## src/rtl/uart_pkg.sv

```systemverilog
// Shared types and format encodings for the framed UART transmitter.
package uart_pkg;

  typedef enum logic [2:0] {
    ST_IDLE,
    ST_START,
    ST_DATA,
    ST_PARITY,
    ST_STOP
  } tx_state_e;

  localparam logic [1:0] DB_5 = 2'd0;
  localparam logic [1:0] DB_6 = 2'd1;
  localparam logic [1:0] DB_7 = 2'd2;
  localparam logic [1:0] DB_8 = 2'd3;

  localparam logic [1:0] PAR_NONE = 2'd0;
  localparam logic [1:0] PAR_EVEN = 2'd1;
  localparam logic [1:0] PAR_ODD  = 2'd2;

  localparam logic [1:0] STOP_1   = 2'd0;
  localparam logic [1:0] STOP_1P5 = 2'd1;
  localparam logic [1:0] STOP_2   = 2'd2;

  typedef struct packed {
    logic [1:0] data_bits;
    logic [1:0] par_sel;
    logic [1:0] stop_sel;
  } frame_cfg_t;

  function automatic logic parity_enabled(input logic [1:0] par_sel);
    return (par_sel == PAR_EVEN) || (par_sel == PAR_ODD);
  endfunction

endpackage

```

## src/rtl/uart_tx_fifo.sv

```systemverilog
// Synchronous byte FIFO; pointers carry an extra wrap bit to tell full from empty.
module uart_tx_fifo #(
  parameter int unsigned DEPTH = 4
) (
  input  logic                       clk,
  input  logic                       resetn,
  input  logic                       push,
  input  logic                       pop,
  input  logic                       flush,
  input  logic [7:0]                 din,
  output logic [7:0]                 dout,
  output logic                       full,
  output logic                       empty,
  output logic [$clog2(DEPTH):0]     level
);

  localparam int unsigned AW = $clog2(DEPTH);

  logic [7:0]  mem_q [DEPTH];
  logic [AW:0] wptr_q, rptr_q;
  logic        do_push, do_pop;

  assign empty   = (wptr_q == rptr_q);
  assign full    = (wptr_q[AW] != rptr_q[AW]) && (wptr_q[AW-1:0] == rptr_q[AW-1:0]);
  assign level   = wptr_q - rptr_q;
  assign do_push = push && !full;
  assign do_pop  = pop && !empty;
  assign dout    = mem_q[rptr_q[AW-1:0]];

  always_ff @(posedge clk or negedge resetn) begin
    if (!resetn) begin
      wptr_q <= '0;
      rptr_q <= '0;
    end else if (flush) begin
      wptr_q <= '0;
      rptr_q <= '0;
    end else begin
      if (do_push) wptr_q <= wptr_q + 1'b1;
      if (do_pop)  rptr_q <= rptr_q + 1'b1;
    end
  end

  always_ff @(posedge clk) begin
    if (do_push && !flush) mem_q[wptr_q[AW-1:0]] <= din;
  end

endmodule

```

## src/rtl/uart_tx_frame.sv

```systemverilog
// UART transmitter with configurable frame format, baud divisor and input FIFO.
module uart_tx_frame
  import uart_pkg::*;
#(
  parameter int unsigned FIFO_DEPTH = 4,
  parameter int unsigned DIV_W      = 16
) (
  input  logic                          clk,
  input  logic                          resetn,
  input  logic [DIV_W-1:0]              comp,
  input  logic [1:0]                    data_bits,
  input  logic [1:0]                    par_sel,
  input  logic [1:0]                    stop_sel,
  input  logic                          tr_en,
  input  logic [7:0]                    tx_data,
  input  logic                          tx_valid,
  output logic                          tx_ready,
  output logic                          tx_done,
  output logic                          busy,
  output logic [$clog2(FIFO_DEPTH):0]   fifo_level,
  output logic                          uart_tx
);

  tx_state_e        state_q, state_d;
  logic [DIV_W-1:0] cnt_q, cnt_d, comp_q, comp_d, bit_lim;
  logic [2:0]       idx_q, idx_d;
  logic [7:0]       shift_q, shift_d, mask, fifo_dout;
  logic             par_q, par_d;
  frame_cfg_t       cfg_q, cfg_d;
  logic             pop, full, empty, stop_end, bit_end, line_d;
  logic             uart_tx_q, done_pend_q, tx_done_q;
  logic [DIV_W:0]   half_m1;

  assign tx_ready = tr_en && !full;
  assign busy     = (state_q != ST_IDLE) || !empty;
  assign uart_tx  = uart_tx_q;
  assign tx_done  = tx_done_q;

  uart_tx_fifo #(.DEPTH(FIFO_DEPTH)) u_fifo (
    .clk    (clk),
    .resetn (resetn),
    .push   (tx_valid && tx_ready),
    .pop    (pop),
    .flush  (!tr_en),
    .din    (tx_data),
    .dout   (fifo_dout),
    .full   (full),
    .empty  (empty),
    .level  (fifo_level)
  );

  // Half stop bit ends at (T>>1)-1 with T = comp+1.
  assign half_m1 = ((({1'b0, comp_q}) + (DIV_W+1)'(1)) >> 1) - (DIV_W+1)'(1);
  assign bit_lim = (state_q == ST_STOP && cfg_q.stop_sel == STOP_1P5 && idx_q == 3'd1)
                   ? half_m1[DIV_W-1:0] : comp_q;
  assign bit_end = (cnt_q == bit_lim);
  assign mask    = 8'hFF >> (2'd3 - data_bits);

  always_comb begin
    state_d  = state_q;
    cnt_d    = bit_end ? '0 : cnt_q + 1'b1;
    idx_d    = idx_q;
    shift_d  = shift_q;
    comp_d   = comp_q;
    cfg_d    = cfg_q;
    par_d    = par_q;
    pop      = 1'b0;
    stop_end = 1'b0;

    unique case (state_q)
      ST_IDLE: begin
        cnt_d = '0;
        if (!empty) state_d = ST_START;
      end
      ST_START: begin
        if (bit_end) begin
          state_d = ST_DATA;
          idx_d   = '0;
        end
      end
      ST_DATA: begin
        if (bit_end) begin
          if (idx_q == {1'b0, cfg_q.data_bits} + 3'd4) begin
            idx_d = '0;
            if (parity_enabled(cfg_q.par_sel)) begin
              state_d = ST_PARITY;
              shift_d = {7'b0, par_q};
            end else begin
              state_d = ST_STOP;
            end
          end else begin
            idx_d   = idx_q + 3'd1;
            shift_d = shift_q >> 1;
          end
        end
      end
      ST_PARITY: begin
        if (bit_end) begin
          state_d = ST_STOP;
          idx_d   = '0;
        end
      end
      ST_STOP: begin
        if (bit_end) begin
          if ((cfg_q.stop_sel == STOP_1) ? (idx_q == 3'd0) : (idx_q == 3'd1)) begin
            stop_end = 1'b1;
            state_d  = empty ? ST_IDLE : ST_START;
          end else begin
            idx_d = idx_q + 3'd1;
          end
        end
      end
      default: state_d = ST_IDLE;
    endcase

    // Any entry into START (from IDLE or straight out of STOP) takes a word and the format.
    if (state_d == ST_START && state_q != ST_START) begin
      pop     = 1'b1;
      cnt_d   = '0;
      idx_d   = '0;
      comp_d  = comp;
      cfg_d   = '{data_bits: data_bits, par_sel: par_sel, stop_sel: stop_sel};
      shift_d = fifo_dout & mask;
      par_d   = (^(fifo_dout & mask)) ^ (par_sel == PAR_ODD);
    end

    if (!tr_en) begin
      state_d  = ST_IDLE;
      cnt_d    = '0;
      idx_d    = '0;
      pop      = 1'b0;
      stop_end = 1'b0;
    end
  end

  always_comb begin
    line_d = 1'b1;
    unique case (state_q)
      ST_START:            line_d = 1'b0;
      ST_DATA, ST_PARITY:  line_d = shift_q[0];
      default:             line_d = 1'b1;
    endcase
  end

  always_ff @(posedge clk or negedge resetn) begin
    if (!resetn) begin
      state_q     <= ST_IDLE;
      cnt_q       <= '0;
      idx_q       <= '0;
      shift_q     <= '0;
      comp_q      <= '0;
      cfg_q       <= '0;
      par_q       <= 1'b0;
      uart_tx_q   <= 1'b1;
      done_pend_q <= 1'b0;
      tx_done_q   <= 1'b0;
    end else begin
      state_q     <= state_d;
      cnt_q       <= cnt_d;
      idx_q       <= idx_d;
      shift_q     <= shift_d;
      comp_q      <= comp_d;
      cfg_q       <= cfg_d;
      par_q       <= par_d;
      // Line lags the state by one clock; tx_done is delayed to match the line.
      uart_tx_q   <= tr_en ? line_d : 1'b1;
      done_pend_q <= stop_end;
      tx_done_q   <= tr_en && done_pend_q;
    end
  end

endmodule

```

## config.mk

```make
export PLATFORM = sky130hd
export DESIGN_NAME = uart_tx_frame
export DESIGN_NICKNAME = d
export VERILOG_FILES = /design/src/rtl/uart_pkg.sv /design/src/rtl/uart_tx_fifo.sv /design/src/rtl/uart_tx_frame.sv
export SDC_FILE = /design/constraint.sdc
export NUM_CORES = 1
export LEC_CHECK = 0
export ABC_AREA = 1
export CORE_MARGIN = 4
export CORE_UTILIZATION = 49
export CTS_CLUSTER_SIZE = 16
export DETAILED_ROUTE_END_ITERATION = 7
export PLACE_DENSITY = 0.82
export SLEW_MARGIN = 20
export SYNTH_ARGS = -nofsm -noshare
export SYNTH_HDL_FRONTEND = slang
export SYNTH_SLANG_ARGS = --single-unit
```

## constraint.sdc

```tcl
create_clock -name clk -period 3 [get_ports clk]
set_input_delay 0.3 -clock clk [delete_from_list [all_inputs] [get_ports clk]]
set_output_delay 0.3 -clock clk [all_outputs]
set_load 0.05 [all_outputs]
```

==> key figures <==
Route
  • Via density: 5.337
  • DRT Pass-1 Iters: 5
  • ANT nets after route: 0
  • Total wire length: 16.09 mm
  • DRC: 0
  • Drt wl/cell: 14.79 um
  • Initial DRC count: 467
  • Vias: 5807

Pwr
  • Worst VDD drop: 717.4 uV
  • Pint: 4.438 mW
  • PwrDens: 1004 mW/mm^2
  • Comb pwr share: 61.1%
  • Lkg Pwr: 3.653 nW
  • Clock network power share: 15.9%
  • Sequential Power Share: 23.0%
  • Total power: 8.074 mW
  • P_sw: 3.636 mW
  • Sw Share: 45.03%

Worst setup path
  • Most Frequent Cell on Critical Path: nand2_1
  • Critical path endpoint: idx_q[0]$_DFFE_PN0P_
  • WP data required: 3.24 ns
  • RR Endpoint: idx_q[0]$_DFFE_PN0P_
  • Slowest stage cell, crit path: dfrtp_1
  • CP peak stage delay: 0.41 ns
  • CP Launch Type: register
  • Critical-path cell list: ha_4, nand2_4, nor2_4, nand3_1, nand2_1, nand2_1, buf_4, nor2_2, nand4_1, nand2_1, nand2_1, nand3_1, nand2_2, nor2_4, nand3_4, nand3_2, inv_2, nor2_8, nand3_4, buf_4, clkbuf_16, nand4_1, nand2_1
  • Critical path peak fanout: 7
  • Worst setup EP type: register
  • R2R depth: 23
  • Worst EP arrival: 3.50 ns
  • R2r startpoint: comp_q[0]$_DFFE_PN0P_
  • Flop2flop setup slack: -0.26 ns
  • WS Path Type: register to register
  • Crit path from: comp_q[0]$_DFFE_PN0P_

Global route
  • Initial antenna violation count: 0
  • Largest net degree at the start of global routing: 38
  • GRT Total Usage: 21.65%
  • Gr ovfl total: 0
  • Vias in the first global route: 5643
  • First-pass GRT wire length: 25.47 mm

Floorplanning
  • Die area: 0.01433 mm^2
  • Ports: 41
  • Initial Utilization: 50.48%
  • Die Y: 119.7 um
  • Core Footprint: 0.01211 mm^2
  • Num rows: 40
  • Die X: 119.7 um

Clock network
  • CTS clk-pin slew, worst paths: 0.07 ns
  • CTS tree: yes
  • Htree depth: 3
  • CTS Buf Count: 9
  • Max clock buf depth: 2
  • Clk sinks: 94
  • Clock root cell: clkbuf_16
  • Clock Latency Late Sink: 0.35 ns

Synthesis
  • Mapped Nets: 851
  • Adder-cell share of the synthesized area: 2.988%
  • Synth Area in Compound Gates: 7.962%
  • Synth Area in Simple Gates: 36.51%
  • Post-synthesis xor/xnor area fraction: 3.438%
  • Area fraction of the dominant cell type after synthesis: 24.97%
  • Synth unique cells: 42
  • Cell taking the most area after synthesis: dfrtp_1
  • Cell area after synthesis: 0.006113 mm^2
  • Mux cell area share after synthesis: 0.1637%
  • Largest family of logic cells by synthesized area: simple AND/OR/NAND/NOR gates
  • Post-Syn Area per Cell: 7.613 um^2
  • Cells after Synth: 803
  • YS warnings: 0
  • Yosys reg bits: 94
  • Area contributors post-synth: dfrtp_1 25%, edfxtp_1 16%, nand2_1 14%
  • Share of the yosys chip area belonging to registers: 41.12%

Hold path
  • Worst hold path class: register to register

Placement
  • Placer Congestion: 0.9587
  • Dpl hpwl: 10.54 mm
  • I/O Buffers: 40

Timing
  • # setup viols final: 52
  • RSZ-0062 raised after global routing: yes
  • Setup ws final: -0.2569 ns
  • Tightest Pin Transition: 0.6266 ns
  • Final Max Tran Viols: 0
  • Final Skew: 0.007068 ns
  • Fin. Hold Viols: 0
  • Min Hold Slack: 0.4452 ns
  • Min cycle time layout: 3.257 ns
  • FMAX: 0.3070 GHz
  • Worst slew margin: 58.18%
  • Final period utilization: 108.6%

Layout
  • Area grow syn2layout: 31.56%
  • Fin nets: 963
  • Most frequent cells in the layout: 197 x nand2_1, 85 x inv_1, 84 x nand3_1, 61 x buf_4, 60 x dfrtp_1
  • Fill count: 954
  • Ratio of cells with drive above 1 in the final layout: 25.65%
  • Commonest non-fill, non-tap cell in the layout: nand2_1
  • Diode count: 0
  • Multi-input logic area: 0.003475 mm^2
  • Register area: 0.002515 mm^2

Job
  • Reported max-cap violation count: 0

Run status
  • Status: finished with violations
  • Failing checks: setup timing
## worst max-delay path, delay by kind of cell, from the launching register on
| family | cells | cell delay, ns |
|---|---|---|
| buffers and inverters | 4 | 0.59 |
| DFF | 1 | 0.41 |
| adders and majority gates | 1 | 0.19 |
| and+or+nand+nor | 18 | 1.93 |
## layer usage
layer / track usage [%] / share of wire, %
met1: 24.37 / 41
met2: 39.41 / 51
met3: 4.288 / 4.4
met4: 9.807 / 3.5
met5: 0 / 0
## power by group through the flow
stage	sequential [mW]	clock, mW	combinational (mW)
2_1_floorplan	1.84	0	2.70
4_1_cts	1.83	1.30	4.33
6_report	1.86	1.29	4.93
5_1_grt	1.88	1.36	5.36
3_5_place_dp	1.84	0	3.86
3_3_place_gp	1.84	0	3.78
## cell families (layout without fill, tap and decap cells)
kind of cell / Yosys count / in the layout
buf+inv: 114 / 231
simple gates: 479 / 479
compound gates: 77 / 77
mux: 1 / 1
flops: 94 / 94
fa+ha+maj: 14 / 14
xor+xnor: 24 / 24
## layout make-up
cell class	count	share of cell area, %
multi-input cells	595	43.20
repair buffers	119	14.19
clock buffers	10	2.971
well taps	168	2.614
clock inverters	6	1.213
inverters	96	4.543
flip-flops and latches	94	31.27
## how the worst min path moves through the flow
| stage | to | startpoint | cells after the start | slack (ns) |
|---|---|---|---|---|
| finish | tx_done$_DFF_PN0_ | done_pend_q$_DFF_PN0_ | 2 | 0.45 |
| global route | cfg_q[0]$_DFFE_PN0P_ | stop_sel[0] | 3 | 0.50 |
| CTS | tx_done$_DFF_PN0_ | done_pend_q$_DFF_PN0_ | 2 | 0.45 |
| detailed placement | cfg_q[3]$_DFFE_PN0P_ | resetn | 1 | 0.33 |
| global placement | cfg_q[3]$_DFFE_PN0P_ | resetn | 1 | 0.33 |
| floorplan | cfg_q[0]$_DFFE_PN0P_ | resetn | 0 | 0.004 |
## synthesized netlist by cell type (all sizes together)
library cell / instances
o211ai: 2
nand3: 105
inv: 95
dfrtp: 61
nand3b: 3
a21oi: 22
dfstp: 1
o22ai: 6
nor3: 19
xnor2: 4
nor4: 1
buf: 12
a211oi: 1
nand2: 230
nand4: 24
fa: 1
a31oi: 2
a21o: 1
xor2: 20
ha: 13
o21bai: 2
o21ai: 39
a221oi: 1
clkinv: 1
clkbuf: 6
edfxtp: 32
nor2: 97
mux2i: 1
a32o: 1
## metrics by stage
stage	worst slack (ns)	area, um^2	instances	utilization [%]	TNS, ns
finish	-0.2569	8043	1088	66.41	-11.31
global route	-0.4753	8043	1088	66.41	-23.10
CTS	-0.1141	7761	1077	64.08	-3.458
detailed placement	-0.1818	7083	1050	58.48	-7.074
global placement	-0.1099	7083	1050	58.48	-4.318
floorplan	0.01569	6120	803	-	0
## state kept, by name (all words and copies together), names as in the netlist
register and count:
shift_q 8, state_q 3, par_q 1, idx_q 3, cfg_q 6, cnt_q 16
comp_q 16, u_fifo.wptr_q 3, uart_tx 1, done_pend_q 1, u_fifo.rptr_q 3, u_fifo.mem_q 32
tx_done 1
## timing repair
action | 4_1_cts | 5_1_grt
hold buffers | 1 | 0
setup endpoints to repair | 54 | 56
gates resized for setup | 66 | 51
buffers inserted | 9 | 8
cloned | 1 | 5
endpoints found under the hold margin | 24 | 0
pin swaps | 23 | 15
(Power assumes the default switching activity.)
